===== src/rtl/mem_arbiter.sv =====
// Two-port round-robin arbiter in front of a single-ported line memory.
// One dead RELEASE cycle separates consecutive memory transactions.
module mem_arbiter #(
  parameter int LINE_ADDR_LEN = 3,
  parameter int ADDR_LEN      = 10
) (
  input  logic                              clk,
  input  logic                              rst,
  input  logic                              p0_rd_req,
  input  logic                              p0_wr_req,
  input  logic [ADDR_LEN-1:0]               p0_addr,
  input  logic [32*(2**LINE_ADDR_LEN)-1:0]  p0_wr_line,
  output logic                              p0_gnt,
  output logic [32*(2**LINE_ADDR_LEN)-1:0]  p0_rd_line,
  input  logic                              p1_rd_req,
  input  logic                              p1_wr_req,
  input  logic [ADDR_LEN-1:0]               p1_addr,
  input  logic [32*(2**LINE_ADDR_LEN)-1:0]  p1_wr_line,
  output logic                              p1_gnt,
  output logic [32*(2**LINE_ADDR_LEN)-1:0]  p1_rd_line,
  output logic                              mem_rd_req,
  output logic                              mem_wr_req,
  output logic [ADDR_LEN-1:0]               mem_addr,
  output logic [32*(2**LINE_ADDR_LEN)-1:0]  mem_wr_line,
  input  logic                              mem_gnt,
  input  logic [32*(2**LINE_ADDR_LEN)-1:0]  mem_rd_line,
  output logic [15:0]                       p0_cnt,
  output logic [15:0]                       p1_cnt,
  output logic                              proto_err
);

  localparam logic [1:0] IDLE    = 2'd0;
  localparam logic [1:0] BUSY0   = 2'd1;
  localparam logic [1:0] BUSY1   = 2'd2;
  localparam logic [1:0] RELEASE = 2'd3;

  logic [1:0]  r_state;
  logic [1:0]  w_next;
  logic        r_last_owner;
  logic [15:0] r_p0_cnt;
  logic [15:0] r_p1_cnt;
  logic        r_proto_err;
  logic        w_req0;
  logic        w_req1;
  logic        w_err;

  assign w_req0 = p0_rd_req | p0_wr_req;
  assign w_req1 = p1_rd_req | p1_wr_req;

  assign p0_gnt     = mem_gnt & (r_state == BUSY0);
  assign p1_gnt     = mem_gnt & (r_state == BUSY1);
  assign p0_rd_line = mem_rd_line;
  assign p1_rd_line = mem_rd_line;
  assign p0_cnt     = r_p0_cnt;
  assign p1_cnt     = r_p1_cnt;
  assign proto_err  = r_proto_err;

  always_comb begin
    w_next = r_state;
    case (r_state)
      IDLE: begin
        if (w_req0 && w_req1) w_next = r_last_owner ? BUSY0 : BUSY1;
        else if (w_req0)      w_next = BUSY0;
        else if (w_req1)      w_next = BUSY1;
      end
      BUSY0: begin
        if (mem_gnt)      w_next = RELEASE;
        else if (!w_req0) w_next = IDLE;
      end
      BUSY1: begin
        if (mem_gnt)      w_next = RELEASE;
        else if (!w_req1) w_next = IDLE;
      end
      default: w_next = IDLE;
    endcase
  end

  // Simultaneous rd+wr forwards only the write; outside BUSYn everything is zero.
  always_comb begin
    mem_rd_req  = 1'b0;
    mem_wr_req  = 1'b0;
    mem_addr    = '0;
    mem_wr_line = '0;
    if (r_state == BUSY0) begin
      mem_rd_req  = p0_rd_req & ~p0_wr_req;
      mem_wr_req  = p0_wr_req;
      mem_addr    = p0_addr;
      mem_wr_line = p0_wr_line;
    end else if (r_state == BUSY1) begin
      mem_rd_req  = p1_rd_req & ~p1_wr_req;
      mem_wr_req  = p1_wr_req;
      mem_addr    = p1_addr;
      mem_wr_line = p1_wr_line;
    end
  end

  assign w_err = (p0_rd_req & p0_wr_req) | (p1_rd_req & p1_wr_req)
               | (mem_gnt & ((r_state == IDLE) | (r_state == RELEASE)))
               | ((r_state == BUSY0) & ~mem_gnt & ~w_req0)
               | ((r_state == BUSY1) & ~mem_gnt & ~w_req1);

  always_ff @(posedge clk or posedge rst) begin
    if (rst) begin
      r_state      <= IDLE;
      r_last_owner <= 1'b1;
      r_p0_cnt     <= '0;
      r_p1_cnt     <= '0;
      r_proto_err  <= 1'b0;
    end else begin
      r_state <= w_next;
      if (r_state == IDLE && w_next == BUSY0) r_last_owner <= 1'b0;
      if (r_state == IDLE && w_next == BUSY1) r_last_owner <= 1'b1;
      if (p0_gnt && r_p0_cnt != '1) r_p0_cnt <= r_p0_cnt + 16'd1;
      if (p1_gnt && r_p1_cnt != '1) r_p1_cnt <= r_p1_cnt + 16'd1;
      if (w_err) r_proto_err <= 1'b1;
    end
  end

endmodule


===== config.mk =====
export PLATFORM = sky130hd
export DESIGN_NAME = mem_arbiter
export DESIGN_NICKNAME = d
export VERILOG_FILES = /design/src/rtl/mem_arbiter.sv
export SDC_FILE = /design/constraint.sdc
export NUM_CORES = 1
export LEC_CHECK = 0
export CORE_AREA = 5 5 628 630
export DETAILED_ROUTE_END_ITERATION = 16
export DIE_AREA = 0 0 633 635
export SLEW_MARGIN = 20
export SYNTH_ARGS = -nofsm -noshare
export SYNTH_HDL_FRONTEND = slang
export SYNTH_SLANG_ARGS = --single-unit

===== constraint.sdc =====
create_clock -name clk -period 2 [get_ports clk]
set_input_delay 0.3 -clock clk [delete_from_list [all_inputs] [get_ports clk]]
set_output_delay 0.3 -clock clk [all_outputs]
set_load 0.03 [all_outputs]

# == Word level (Yosys, flattened, before mapping) ==
# Index checks and enable logic that the tools add are counted.
# word_totals
ff_bits,36
in_bits,795
output_inout_bits,815
elab_cells,63
# op_classes
mux,19
reduce_logical,7
bitwise,23
n_eq_ne,7
addsub,2
# op_table
cell,n
$mux 256,2
$add 16x1->16 const B,2
$ne 16x16->1 const B,2
$mux 10,2
$mux 2,8
$and 1x1->1,11
$or 1x1->1,7
$eq 2x2->1 const B,3
$mux 1,6
$pmux 2 s3,1
$logic_and 1x1->1,5
$not 1->1,5
$eq 2x1->1 const B,2
$logic_not 2->1,1
$reduce_bool 2->1,1

# == Depth between registers and ports, before layout ==
# logic_depth
ltp_word,9
depth_mapped,7
mapped_depth_nobuf,6

# == Worst setup path after synthesis ==
# OpenSTA, ideal clock, no wires.
# synth_path
path_type,reg2out
from,register r_state[0]
to,output mem_addr[0]
t_arrival_ns,2.084
required_ns,1.700
path_stages_with_launch,8
n_path_buf,3
slack_ns,-0.384
path_cell_list,dfrtp_1 -> inv_1 -> ha_1 -> buf_2 -> clkbuf_1 -> clkbuf_1 -> nand2_1 -> o21ai_0
# synth_via
elab_chain_len,3
elab_cells_between_ends,4
cone_classes,2 x eq/ne; 2 x mux
# synth_rtl
item,line,rtl
"start, declared",37,logic [1:0] r_state;
"start signal, assigned",110,r_state <= w_next;
$eq 2x2->1,89,end else if (r_state == BUSY1) begin
$mux 10,89,
$mux 10 *,84,if (r_state == BUSY0) begin
"end, declared",23,"output logic [ADDR_LEN-1:0] mem_addr,"
# Mark *: on every way between the ends. The rest lies on a longest branch, timed or not.

# == Final worst setup path ==
# layout_path
from,register r_state[0]
to,output mem_wr_line[13]
# layout_via
elab_chain_len,3
elab_cells_between_ends,4
cone_classes,2 x eq/ne; 2 x mux
# layout_rtl
item,line,rtl
$eq 2x2->1,89,
$mux 256,89,
$mux 256 *,84,
"end, declared",24,"output logic [32*(2**LINE_ADDR_LEN)-1:0] mem_wr_line,"
# Marks and branches as above.

==> results.yml <==
status:
  outcome: "finished, violations left"
  violations: "setup timing"
sta:
  timing.hold.ws_ps: 291
  worst_slew_margin_rel_pct: 40.7
  slew_violations: 0
  period_minus_slack_ps: 2580
  fin_ws_ps: -582
  hold_violations: 0
  skew_ps: 13.5
  rsz0062_at_grt: "true"
  tightest_slew_ps: 888
  finalCritPeriodShare_pct: 129
  fin_setup_tns_ps: -132060
  fmax_mhz: 387
  setup-violations-final: 306
placed_design:
  dp_worst_setup_slack_ps: -749
  dp_hpwl_um: 321000
  gp_congestion: 1.01
  port_buffers: 841
floorplan:
  start_util_pct: 2.46
  core_area_um2: 388000
  die_x_um: 633
  ios: 1610
  core.rowCount: 229
  die_area_um2: 402000
  die_h_um: 635
drt:
  routed_via_density: 2.20
  final_antenna_net_count: 0
  drcViolationCount: 0
  totalWireLength_um: 346000
  first_iter_violations: 1375
  firstDrtPassIters: 5
  post_drt_wl_per_cell_um: 47.1
  via_count: 16200
synth:
  postSynthCellCount: 1588
  synth_edf_count: 0
  syn_nets: 2389
  synth_area_um2: 9530
  synth_ff_type: "dfrtp_1"
  ys_ff_latch: 36
  async_reset_ff_share_pct: 100
  ys_warn_count: 0
  yosysSeqAreaShare_pct: 9.47
  synth_cell_types: 51
  avgSynthCellArea_um2: 6.00
power:
  p_per_area_nw_per_um2: 1530
  peakVddDrop_v: 0.000662
  report.power.total_mw: 49.0
  leakagePower_nw: 10.7
clock_tree:
  worstSkewPairLatency_ps: 330
  htree_levels: 2
  cts_sinks: 36
  clkSlewWorstSetupHoldPaths_ps: 80
  cts_tree: "done"
  ctsHoldBuffers: 0
  clk_path_buf_depth: 2
  cts_buffers: 5
  clockRootBuffer: "clkbuf_16"
setup_path:
  crit_type: "register to output port"
  cp_slowest_cell: "dfrtp_1"
  cp_common_cell: "buf_16"
  required_ps: 1700
  end_kind: "output port"
  slowest_delay_ps: 430
  critPathLaunchType: "register"
  critical_path_arrival_ps: 2280
  path_max_fanout: 8
  cp_cell_sequence: "buf_6, ha_4, buf_6, buf_16, buf_16, buf_16, buf_12, o21ai_4, buf_12"
global_route:
  grt_pass1_wl_um: 380000
  first_global_vias: 14700
  grt_usage_pct: 16.4
  grt_overflow: 0
  grt_antenna_before_repair: 287
  grt_max_degree: 24
run:
  max_cap_violations: 0
final_layout:
  fin_util_pct: 8.28
  area_delta_synth_final_pct: 237
  final_common_cell: "clkdlybuf4s50_1"
  finalNetCount: 2904
  final_cell_mix: "clkdlybuf4s50_1, buf_12, nand2_1"
  drive_above_1_share_pct: 54.4
  fill_cells: 45100
hold_path:
  hp-class: "input pin to async pin"
metal layers:
layer | vias up | share of wire [%] | wire length [um] | GRT usage (%)
met2 | 2303 | 43 | 149000 | 24.9
met1 | 7167 | 27 | 92500 | 12.9
met4 | 247 | 3.6 | 12300 | 4.63
li1 | 5757 | - | - | -
met3 | 724 | 26 | 89600 | 19.9
met5 | - | 0.94 | 3250 | 2.95
power breakdown:
part	total (mW)	internal, mW	switching (mW)
logic	46.9	21.0	25.9
clock network	1.10	0.661	0.437
registers	1.02	0.842	0.178
sequential cells by signal, indices dropped and copies added, names as in the netlist:
register / cells
p0_cnt: 16
p1_cnt: 16
r_state: 2
proto_err: 1
r_last_owner: 1
critical path: cells and delay by family (launching register included):
family	cells	cell delay, ps
buf+inv	7	1050
flops	1	430
compound gates	1	210
fa+ha+maj	1	190
final timing paths:
kind	startpoint	to	slack, ps	cells after the start
max	r_state[0]	mem_wr_line[13]	-580	9
min	rst	p1_cnt[3]	290	2
max reg2reg	r_state[0]	p0_cnt[15]	-440	12
min reg2reg	proto_err	proto_err	520	2
max in group asynchronous	rst	r_last_owner	1130	3
min in group clk	proto_err	proto_err	520	2
final cells by class:
type	instances	area, um^2	area share (%)
timing repair buffer	1110	15400	47.8
multi-input combinational	946	9010	28.1
tap	5197	6500	20.2
sequential	36	902	2.81
antenna	62	155	0.483
clock buffer	7	153	0.475
clock inverter	1	30.0	0.0935
inverter	4	15.0	0.0467
cells by family (layout without fill, tap and decap cells):
family	count (synthesis)	after routing	synth area share [%]
adders and majority gates	6	6	0.788
AOI/OAI and AO/OA	301	301	17.0
xor gates and xnor gates	25	25	2.30
other	0	62	0
buffers and inverters	606	1122	44.1
and+or+nand+nor	610	610	25.9
DFF	36	36	9.47
muxes	4	4	0.473
Yosys cell counts, types with 5 or more instances:
cell type / number / area share, %
nand2_1: 548 / 22
buf_4: 512 / 40
xor2_1: 18 / 1.7
nand4_1: 12 / 0.79
xnor2_1: 7 / 0.64
clkbuf_1: 82 / 3.2
ha_1: 6 / 0.79
o21ai_0: 272 / 14
and4_1: 5 / 0.46
nor3_1: 6 / 0.32
dfrtp_1: 35 / 9.2
nand3_1: 8 / 0.42
nor2_1: 10 / 0.39
a21oi_1: 6 / 0.32
repair_timing:
item	in CTS	in global routing
gates resized for setup	459	412
pin swaps	136	203
cloned	33	19
buffers inserted	77	42
setup endpoints to repair	293	304
hold endpoints to repair	0	0
per-stage QoR:
| stage | area (um^2) | std cells |
|---|---|---|
| 6_report | 32100 | 7363 |
| 5_1_grt | 32100 | 7332 |
| 4_1_cts | 30000 | 7267 |
| 3_5_place_dp | 26300 | 7152 |
| 3_3_place_gp | 26300 | 7152 |
| 2_1_floorplan | 11700 | 1588 |
Power figures use the tool's default switching activity.
